### config.mk
export PLATFORM = sky130hd
export DESIGN_NAME = spi_slave_reg_ctrl
export DESIGN_NICKNAME = d
export VERILOG_FILES = /design/src/rtl/spi_slave_reg_ctrl.sv
export SDC_FILE = /design/constraint.sdc
export NUM_CORES = 1
export LEC_CHECK = 0
export BUFFER_PORTS_ARGS = -buffer_cell sky130_fd_sc_hd__buf_2
export CAP_MARGIN = 0
export CORE_MARGIN = 10
export CORE_UTILIZATION = 54
export DETAILED_ROUTE_END_ITERATION = 8
export GPL_TIMING_DRIVEN = 0
export PLACE_DENSITY_LB_ADDON = 0.1
export SYNTH_ARGS = -nofsm -noshare
export SYNTH_HDL_FRONTEND = slang
export SYNTH_SLANG_ARGS = --single-unit
### constraint.sdc
create_clock -name SPI_REGCTRL_CLOCK_50 -period 4.1 [get_ports SPI_REGCTRL_CLOCK_50]
set_input_delay 1.23 -clock SPI_REGCTRL_CLOCK_50 [delete_from_list [all_inputs] [get_ports SPI_REGCTRL_CLOCK_50]]
set_output_delay 1.23 -clock SPI_REGCTRL_CLOCK_50 [all_outputs]
set_load 0.02 [all_outputs]
### src/rtl/spi_slave_reg_ctrl.sv
// Register-access front end for a byte-oriented SPI slave: command byte, then write or read data bytes.
// Define SPI_REGCTRL_FRAMECNT_EN to report a completed-frame counter as the status byte instead of 8'hA5.
module spi_slave_reg_ctrl #(
  parameter int DATAWIDTH_BUS = 8,
  parameter int ADDR_WIDTH    = 4
) (
  input  logic                     SPI_REGCTRL_CLOCK_50,
  input  logic                     SPI_REGCTRL_RESET_InHigh,
  input  logic                     SPI_REGCTRL_SS_InLow,
  input  logic                     SPI_REGCTRL_newData_In,
  input  logic [DATAWIDTH_BUS-1:0] SPI_REGCTRL_data_In,
  output logic [DATAWIDTH_BUS-1:0] SPI_REGCTRL_txData_Out,
  output logic [ADDR_WIDTH-1:0]    SPI_REGCTRL_regAddr_Out,
  output logic                     SPI_REGCTRL_regWrite_Out,
  output logic [DATAWIDTH_BUS-1:0] SPI_REGCTRL_regWdata_Out,
  output logic                     SPI_REGCTRL_regRead_Out,
  input  logic [DATAWIDTH_BUS-1:0] SPI_REGCTRL_regRdata_In
);

  localparam logic [2:0] ST_IDLE     = 3'd0;
  localparam logic [2:0] ST_CMD      = 3'd1;
  localparam logic [2:0] ST_RD_FETCH = 3'd2;
  localparam logic [2:0] ST_RD_CAP   = 3'd3;
  localparam logic [2:0] ST_RD_WAIT  = 3'd4;
  localparam logic [2:0] ST_WR_DATA  = 3'd5;

  logic [2:0]               state_q, state_d;
  logic                     ss_q, ss_d;
  logic [ADDR_WIDTH-1:0]    cur_addr_q, cur_addr_d;
  logic [ADDR_WIDTH-1:0]    reg_addr_q, reg_addr_d;
  logic                     auto_inc_q, auto_inc_d;
  logic                     write_q, write_d;
  logic                     read_q, read_d;
  logic [DATAWIDTH_BUS-1:0] wdata_q, wdata_d;
  logic [DATAWIDTH_BUS-1:0] tx_q, tx_d;
  logic [DATAWIDTH_BUS-1:0] status;
  logic [ADDR_WIDTH-1:0]    addr_next;

`ifdef SPI_REGCTRL_FRAMECNT_EN
  localparam logic [DATAWIDTH_BUS-1:0] STATUS_RST = '0;

  logic [7:0] frame_cnt_q, frame_cnt_d;
  logic       frame_end;

  // A frame counts once its command byte was taken, i.e. any exit to IDLE except a bare abort from CMD.
  always_comb begin
    frame_end   = (state_q != ST_IDLE) && (state_d == ST_IDLE) &&
                  ((state_q != ST_CMD) || SPI_REGCTRL_newData_In);
    frame_cnt_d = frame_cnt_q + {7'd0, frame_end};
  end

  always_ff @(posedge SPI_REGCTRL_CLOCK_50) begin
    if (SPI_REGCTRL_RESET_InHigh) frame_cnt_q <= 8'd0;
    else                          frame_cnt_q <= frame_cnt_d;
  end

  assign status = frame_cnt_q;
`else
  localparam logic [DATAWIDTH_BUS-1:0] STATUS_RST = 8'hA5;

  assign status = STATUS_RST;
`endif

  assign ss_d      = SPI_REGCTRL_SS_InLow;
  assign addr_next = cur_addr_q + {{(ADDR_WIDTH-1){1'b0}}, auto_inc_q};

  always_comb begin
    state_d    = state_q;
    cur_addr_d = cur_addr_q;
    reg_addr_d = reg_addr_q;
    auto_inc_d = auto_inc_q;
    write_d    = 1'b0;
    read_d     = 1'b0;
    wdata_d    = wdata_q;
    tx_d       = tx_q;

    case (state_q)
      ST_IDLE: begin
        tx_d = status;
        if (!ss_q) state_d = ST_CMD;
      end

      ST_CMD: begin
        tx_d = status;
        if (SPI_REGCTRL_newData_In) begin
          cur_addr_d = SPI_REGCTRL_data_In[ADDR_WIDTH-1:0];
          reg_addr_d = SPI_REGCTRL_data_In[ADDR_WIDTH-1:0];
          auto_inc_d = SPI_REGCTRL_data_In[6];
          if (ss_q) begin
            state_d = ST_IDLE;
          end else if (SPI_REGCTRL_data_In[7]) begin
            state_d = ST_RD_FETCH;
            read_d  = 1'b1;
          end else begin
            state_d = ST_WR_DATA;
          end
        end else if (ss_q) begin
          state_d = ST_IDLE;
        end
      end

      ST_RD_FETCH: state_d = ss_q ? ST_IDLE : ST_RD_CAP;

      ST_RD_CAP: begin
        if (ss_q) begin
          state_d = ST_IDLE;
        end else begin
          tx_d    = SPI_REGCTRL_regRdata_In;
          state_d = ST_RD_WAIT;
        end
      end

      // The fetch launched here supplies the byte after next, hence the one-byte read lag.
      ST_RD_WAIT: begin
        if (ss_q) begin
          state_d = ST_IDLE;
        end else if (SPI_REGCTRL_newData_In) begin
          cur_addr_d = addr_next;
          reg_addr_d = addr_next;
          read_d     = 1'b1;
          state_d    = ST_RD_FETCH;
        end
      end

      ST_WR_DATA: begin
        tx_d = status;
        if (SPI_REGCTRL_newData_In) begin
          write_d    = 1'b1;
          wdata_d    = SPI_REGCTRL_data_In;
          reg_addr_d = cur_addr_q;
          cur_addr_d = addr_next;
        end
        if (ss_q) state_d = ST_IDLE;
      end

      default: state_d = ST_IDLE;
    endcase
  end

  always_ff @(posedge SPI_REGCTRL_CLOCK_50) begin
    if (SPI_REGCTRL_RESET_InHigh) begin
      state_q    <= ST_IDLE;
      ss_q       <= 1'b1;
      cur_addr_q <= '0;
      reg_addr_q <= '0;
      auto_inc_q <= 1'b0;
      write_q    <= 1'b0;
      read_q     <= 1'b0;
      wdata_q    <= '0;
      tx_q       <= STATUS_RST;
    end else begin
      state_q    <= state_d;
      ss_q       <= ss_d;
      cur_addr_q <= cur_addr_d;
      reg_addr_q <= reg_addr_d;
      auto_inc_q <= auto_inc_d;
      write_q    <= write_d;
      read_q     <= read_d;
      wdata_q    <= wdata_d;
      tx_q       <= tx_d;
    end
  end

  assign SPI_REGCTRL_txData_Out   = tx_q;
  assign SPI_REGCTRL_regAddr_Out  = reg_addr_q;
  assign SPI_REGCTRL_regWrite_Out = write_q;
  assign SPI_REGCTRL_regWdata_Out = wdata_q;
  assign SPI_REGCTRL_regRead_Out  = read_q;

endmodule

==> flow_summary.json, run 1 <==
{
  "cap_violations": 0,
  "post_cts_buffers": 0,
  "viasPerCell": 5.69,
  "clk_pin_slew_ps": 100,
  "numPortBuffers": 40,
  "drv_slew": 0,
  "antenna_found_initial": 0,
  "place_ws_ps": 1790,
  "dpl.hpwl_um": 2820,
  "final_cell_area_um2": 1750,
  "grt_first_pass_wirelength_um": 6020,
  "cts_buffers": 5,
  "yosys_warnings": 0,
  "grt_pass1_vias": 1402,
  "cts_tree": "yes",
  "cts_root_buffer": "clkbuf_4",
  "ys_types": 40,
  "yosysSeqAreaShare": 0.435,
  "status": "finished clean",
  "holdPathStages": 2,
  "worst_pin_slew_ps": 479,
  "crit_buf_inv": 1,
  "startpoint_type": "register",
  "n_antenna_cell": 0,
  "slowest_delay_ps": 350,
  "max_clock_freq_mhz": 477,
  "crit_family": "flip-flops",
  "wl_per_cell_um": 15.0,
  "ir_drop_uv": 409,
  "grt_max_degree": 11,
  "worst_setup_path_end_kind": "output port",
  "vias": 1388,
  "synth-edff-count": 0,
  "arrival_ps": 870,
  "htreeDepth": 2,
  "setup-tns-final_ps": 0,
  "layout_common_cells": "buf_2 (43), dfxtp_1 (31), nand2_1 (25)",
  "avgSynthCellArea_um2": 8.60,
  "fin_skew_ps": 9.06,
  "use_met1": 0.154,
  "grtUsageTotal": 0.144,
  "clockBufferDepth": 2,
  "gp_congestion": 0.800,
  "syn2layout_area_growth_pct": 22.7,
  "ys_seq_elements": 31,
  "layout_commonest_cell": "buf_2",
  "power.leakage_nw": 0.757,
  "worstSetupPathDepth": 1,
  "drive_gt1_frac": 0.285,
  "syn_area_um2": 1430,
  "drt_iter0_markers": 101,
  "p_per_area_nw_per_um2": 351,
  "crit_slowest_cell": "dfxtp_1",
  "drc": 0,
  "dieArea_um2": 5100,
  "fillerInstances": 207,
  "synthArstFlopShare": 0,
  "rsz0062_at_grt": "false",
  "synthCells": 166,
  "die_width_um": 71.4,
  "hp-class": "reg -> reg",
  "ys.flop_type": "dfxtp_1",
  "initial_core_util": 0.571,
  "setup_viol": 0,
  "cp_max_fo": 2,
  "cp_cell_sequence": "buf_2",
  "period_minus_slack_ps": 2100,
  "die_h_um": 71.4,
  "crit_type": "reg -> out",
  "maxSlewHeadroom": 0.681,
  "final.setup.worst_slack_ps": 2000,
  "ioPinCount": 42,
  "wl_um": 3670,
  "core_um2": 2500,
  "hold_viol": 0,
  "antenna_left": 0,
  "first_pass_iters": 4,
  "worstPathRequired_ps": 2870,
  "busiest_layer": "met2",
  "fp-row-count": 18,
  "fin_total_pwr_mw": 0.614,
  "fin_crit_sh": 0.512,
  "place_area_um2": 1670,
  "clock_latency_ps": 340,
  "fin_nets": 235,
  "gr-usage-met2": 0.234,
  "ctsHoldBuffers": 0,
  "grtUsageMet3": 0.0689,
  "synth_nets": 188,
  "post_cts_resized": 0,
  "reg2reg_depth": 6,
  "grt-ovfl-total": 0,
  "cts.sinks": 31
}
cell usage after synthesis (3+ instances only):
cell type / count / share of area
o21ai_0: 7 / 0.025
dfxtp_1: 31 / 0.43
o211ai_1: 3 / 0.016
buf_2: 3 / 0.011
clkbuf_1: 5 / 0.013
mux2i_1: 3 / 0.021
nor2_1: 13 / 0.034
a221o_1: 4 / 0.028
a21oi_1: 18 / 0.063
nand2_1: 25 / 0.066
a22oi_1: 4 / 0.021
inv_1: 6 / 0.016
worst paths after layout:
check	startpoint	to	slack [ps]
setup / recovery	SPI_REGCTRL_txData_Out[6]	SPI_REGCTRL_txData_Out[6]	2000
hold / removal	SPI_REGCTRL_regAddr_Out[2]	SPI_REGCTRL_regAddr_Out[2]	460
setup reg to reg	cur_addr_q[0]	SPI_REGCTRL_regAddr_Out[2]	2610
hold reg to reg	SPI_REGCTRL_regAddr_Out[2]	SPI_REGCTRL_regAddr_Out[2]	460
through the flow:
| step | hold slack [ps] | util | cells |
|---|---|---|---|
| 2_1_floorplan | 465 | - | 166 |
| 3_3_place_gp | 439 | 0.666 | 236 |
| 3_5_place_dp | 446 | 0.666 | 236 |
| 4_1_cts | 460 | 0.701 | 244 |
| 5_1_grt | 486 | 0.701 | 244 |
| 6_report | 455 | 0.701 | 244 |
sequential cells by signal, summed over array words and instances (netlist names):
register	flops
ss_q	1
auto_inc_q	1
cur_addr_q	4
state_q	3
SPI_REGCTRL_txData_Out	8
SPI_REGCTRL_regAddr_Out	4
SPI_REGCTRL_regRead_Out	1
SPI_REGCTRL_regWrite_Out	1
SPI_REGCTRL_regWdata_Out	8
cell type report:
class | count | area [µm²] | share of cell area
inverters | 6 | 22.5 | 0.0129
flip-flops and latches | 31 | 621 | 0.354
repair buffers | 40 | 200 | 0.114
clock buffers | 6 | 51.3 | 0.0293
multi-input cells | 118 | 724 | 0.414
clock inverters | 2 | 35.0 | 0.0200
well taps | 30 | 37.5 | 0.0214
plain buffers | 11 | 60.1 | 0.0343
cell families after synthesis:
family | after synthesis | synth area share
DFF | 31 | 0.435
buffers and inverters | 17 | 0.0578
muxes | 3 | 0.0210
xor gates and xnor gates | 1 | 0.00614
adders and majority gates | 2 | 0.0175
and+or+nand+nor | 62 | 0.212
AOI/OAI and AO/OA | 50 | 0.251
per-layer routing:
layer,vias up,part of all wire
li1,679,-
met1,648,0.41
met2,49,0.48
met3,12,0.079
met4,0,0.027
met5,-,0
where the power goes:
part | switching, mW | internal, mW | total (mW) | leakage (nW)
combinational | 0.0320 | 0.0212 | 0.0532 | 0.458
clock | 0.108 | 0.144 | 0.252 | 0.0482
sequential | 0.00315 | 0.306 | 0.309 | 0.251
total | 0.143 | 0.471 | 0.614 | 0.757
(Power assumes the default switching activity.)
==> inputs of run 2 (changes only) <==
- CORE_UTILIZATION: 54 -> 45
- clock period: 4.1 -> 1.9 ns (I/O delays scaled with it)
==> flow_summary.json, run 2 (synthesized netlist as in run 1, its figures left out) <==
{
  "status": "finished clean",
  "htreeDepth": 2,
  "n_antenna_cell": 0,
  "antenna_left": 0,
  "clk_pin_slew_ps": 100,
  "clock_latency_ps": 330,
  "drive_gt1_frac": 0.280,
  "fin_total_pwr_mw": 1.16,
  "vias": 1348,
  "power.leakage_nw": 0.737,
  "clockBufferDepth": 2,
  "die_h_um": 76.3,
  "wl_um": 3740,
  "gp_congestion": 0.848,
  "max_clock_freq_mhz": 665,
  "hp-class": "in -> reg",
  "final.setup.worst_slack_ps": 397,
  "die_width_um": 76.3,
  "hold_viol": 0,
  "fillerInstances": 329,
  "reg2reg_depth": 6,
  "crit_type": "reg -> reg",
  "core_um2": 3050,
  "rr_endpoint": "SPI_REGCTRL_regAddr_Out[2]",
  "layout_commonest_cell": "buf_2",
  "first_pass_iters": 4,
  "drt_iter0_markers": 75,
  "setup-tns-final_ps": 0,
  "postLayoutCoreUtil": 0.569,
  "syn2layout_area_growth_pct": 21.6,
  "grt-ovfl-total": 0,
  "numPortBuffers": 40,
  "post_cts_buffers": 0,
  "dieArea_um2": 5830,
  "fin_skew_ps": 10.3,
  "cts_buffers": 5,
  "antenna_found_initial": 0,
  "grt_max_degree": 11,
  "min-delay-start": "SPI_REGCTRL_SS_InLow",
  "worst_pin_slew_ps": 483,
  "ir_drop_uv": 386,
  "dp_cells": 250,
  "cp_max_fo": 3,
  "ioPinCount": 42,
  "grt_pass1_vias": 1331,
  "layout_common_cells": "buf_2 (43), dfxtp_1 (31), nand2_1 (25)",
  "grtUsageTotal": 0.129,
  "wl_per_cell_um": 14.5,
  "post_cts_resized": 0,
  "setup_viol": 0,
  "finalNonFillerCells": 258,
  "initial_core_util": 0.468,
  "worstPathRequired_ps": 2160,
  "drc": 0,
  "worst_setup_path_end_kind": "register",
  "startpoint_type": "register",
  "dpl.hpwl_um": 2900,
  "drv_slew": 0,
  "place_ws_ps": 217,
  "r2r-start": "cur_addr_q[0]",
  "arrival_ps": 1770,
  "worstSetupStartpoint": "cur_addr_q[0]",
  "p_per_area_nw_per_um2": 667,
  "ctsHoldBuffers": 0,
  "fin_crit_sh": 0.791,
  "maxSlewHeadroom": 0.678,
  "viasPerCell": 5.22,
  "cts.sinks": 31,
  "rsz0062_at_grt": "false",
  "fp-row-count": 20,
  "cts_tree": "yes",
  "period_minus_slack_ps": 1500,
  "cts_root_buffer": "clkbuf_4",
  "fin_nets": 235,
  "grt_first_pass_wirelength_um": 6270,
  "worst-r2r-setup-slack_ps": 400,
  "cap_violations": 0,
  "worstSetupEndpoint": "SPI_REGCTRL_regAddr_Out[2]"
}
## run 2: how the worst min path moves through the flow
stage | end | slack (ps) | cells after the start
detailed placement | SPI_REGCTRL_regWdata_Out[6] | 450 | 2
global route | ss_q | 420 | 2
finish | ss_q | 420 | 2
floorplan | auto_inc_q | 460 | 2
global placement | SPI_REGCTRL_regAddr_Out[2] | 440 | 2
CTS | ss_q | 410 | 2
## run 2: where the power goes
group	switching, mW	leakage (nW)	internal (mW)
registers	0.00682	0.251	0.661
logic	0.0688	0.458	0.0456
clock network	0.234	0.0282	0.143
total	0.310	0.737	0.849
## run 2: metal layers
layer | share of wire | vias to the layer above | track usage | wire, µm
met3 | 0.065 | 7 | 0.0542 | 242
met2 | 0.49 | 32 | 0.215 | 1850
met5 | 0 | - | 0 | 0
met4 | 0.014 | 0 | 0.0483 | 53
li1 | - | 682 | - | -
met1 | 0.43 | 627 | 0.141 | 1600
## run 2: cell type report
cell class              count  area [µm²]  share of cell area
plain buffers              11        60.1              0.0346
repair buffers             40         200               0.115
clock buffers               6        41.3              0.0238
well taps                  44        55.1              0.0317
multi-input cells         118         724               0.417
flip-flops and latches     31         621               0.357
inverters                   6        22.5              0.0130
clock inverters             2        12.5             0.00720
## run 2: critical path, cell delays in order, from the launching register on
cell     delay, ps
dfxtp_1        340
ha_1           220
ha_1           200
nor2b_1        140
xnor2_1        130
a211o_1        290
a21oi_1        120
## run 2: per-stage QoR
stage                     instance area, µm²  hold WS (ps)
after floorplan                         1430           465
after global placement                  1680           440
after detailed placement                1680           446
after CTS                               1740           412
after global routing                    1740           415
final                                   1740           420
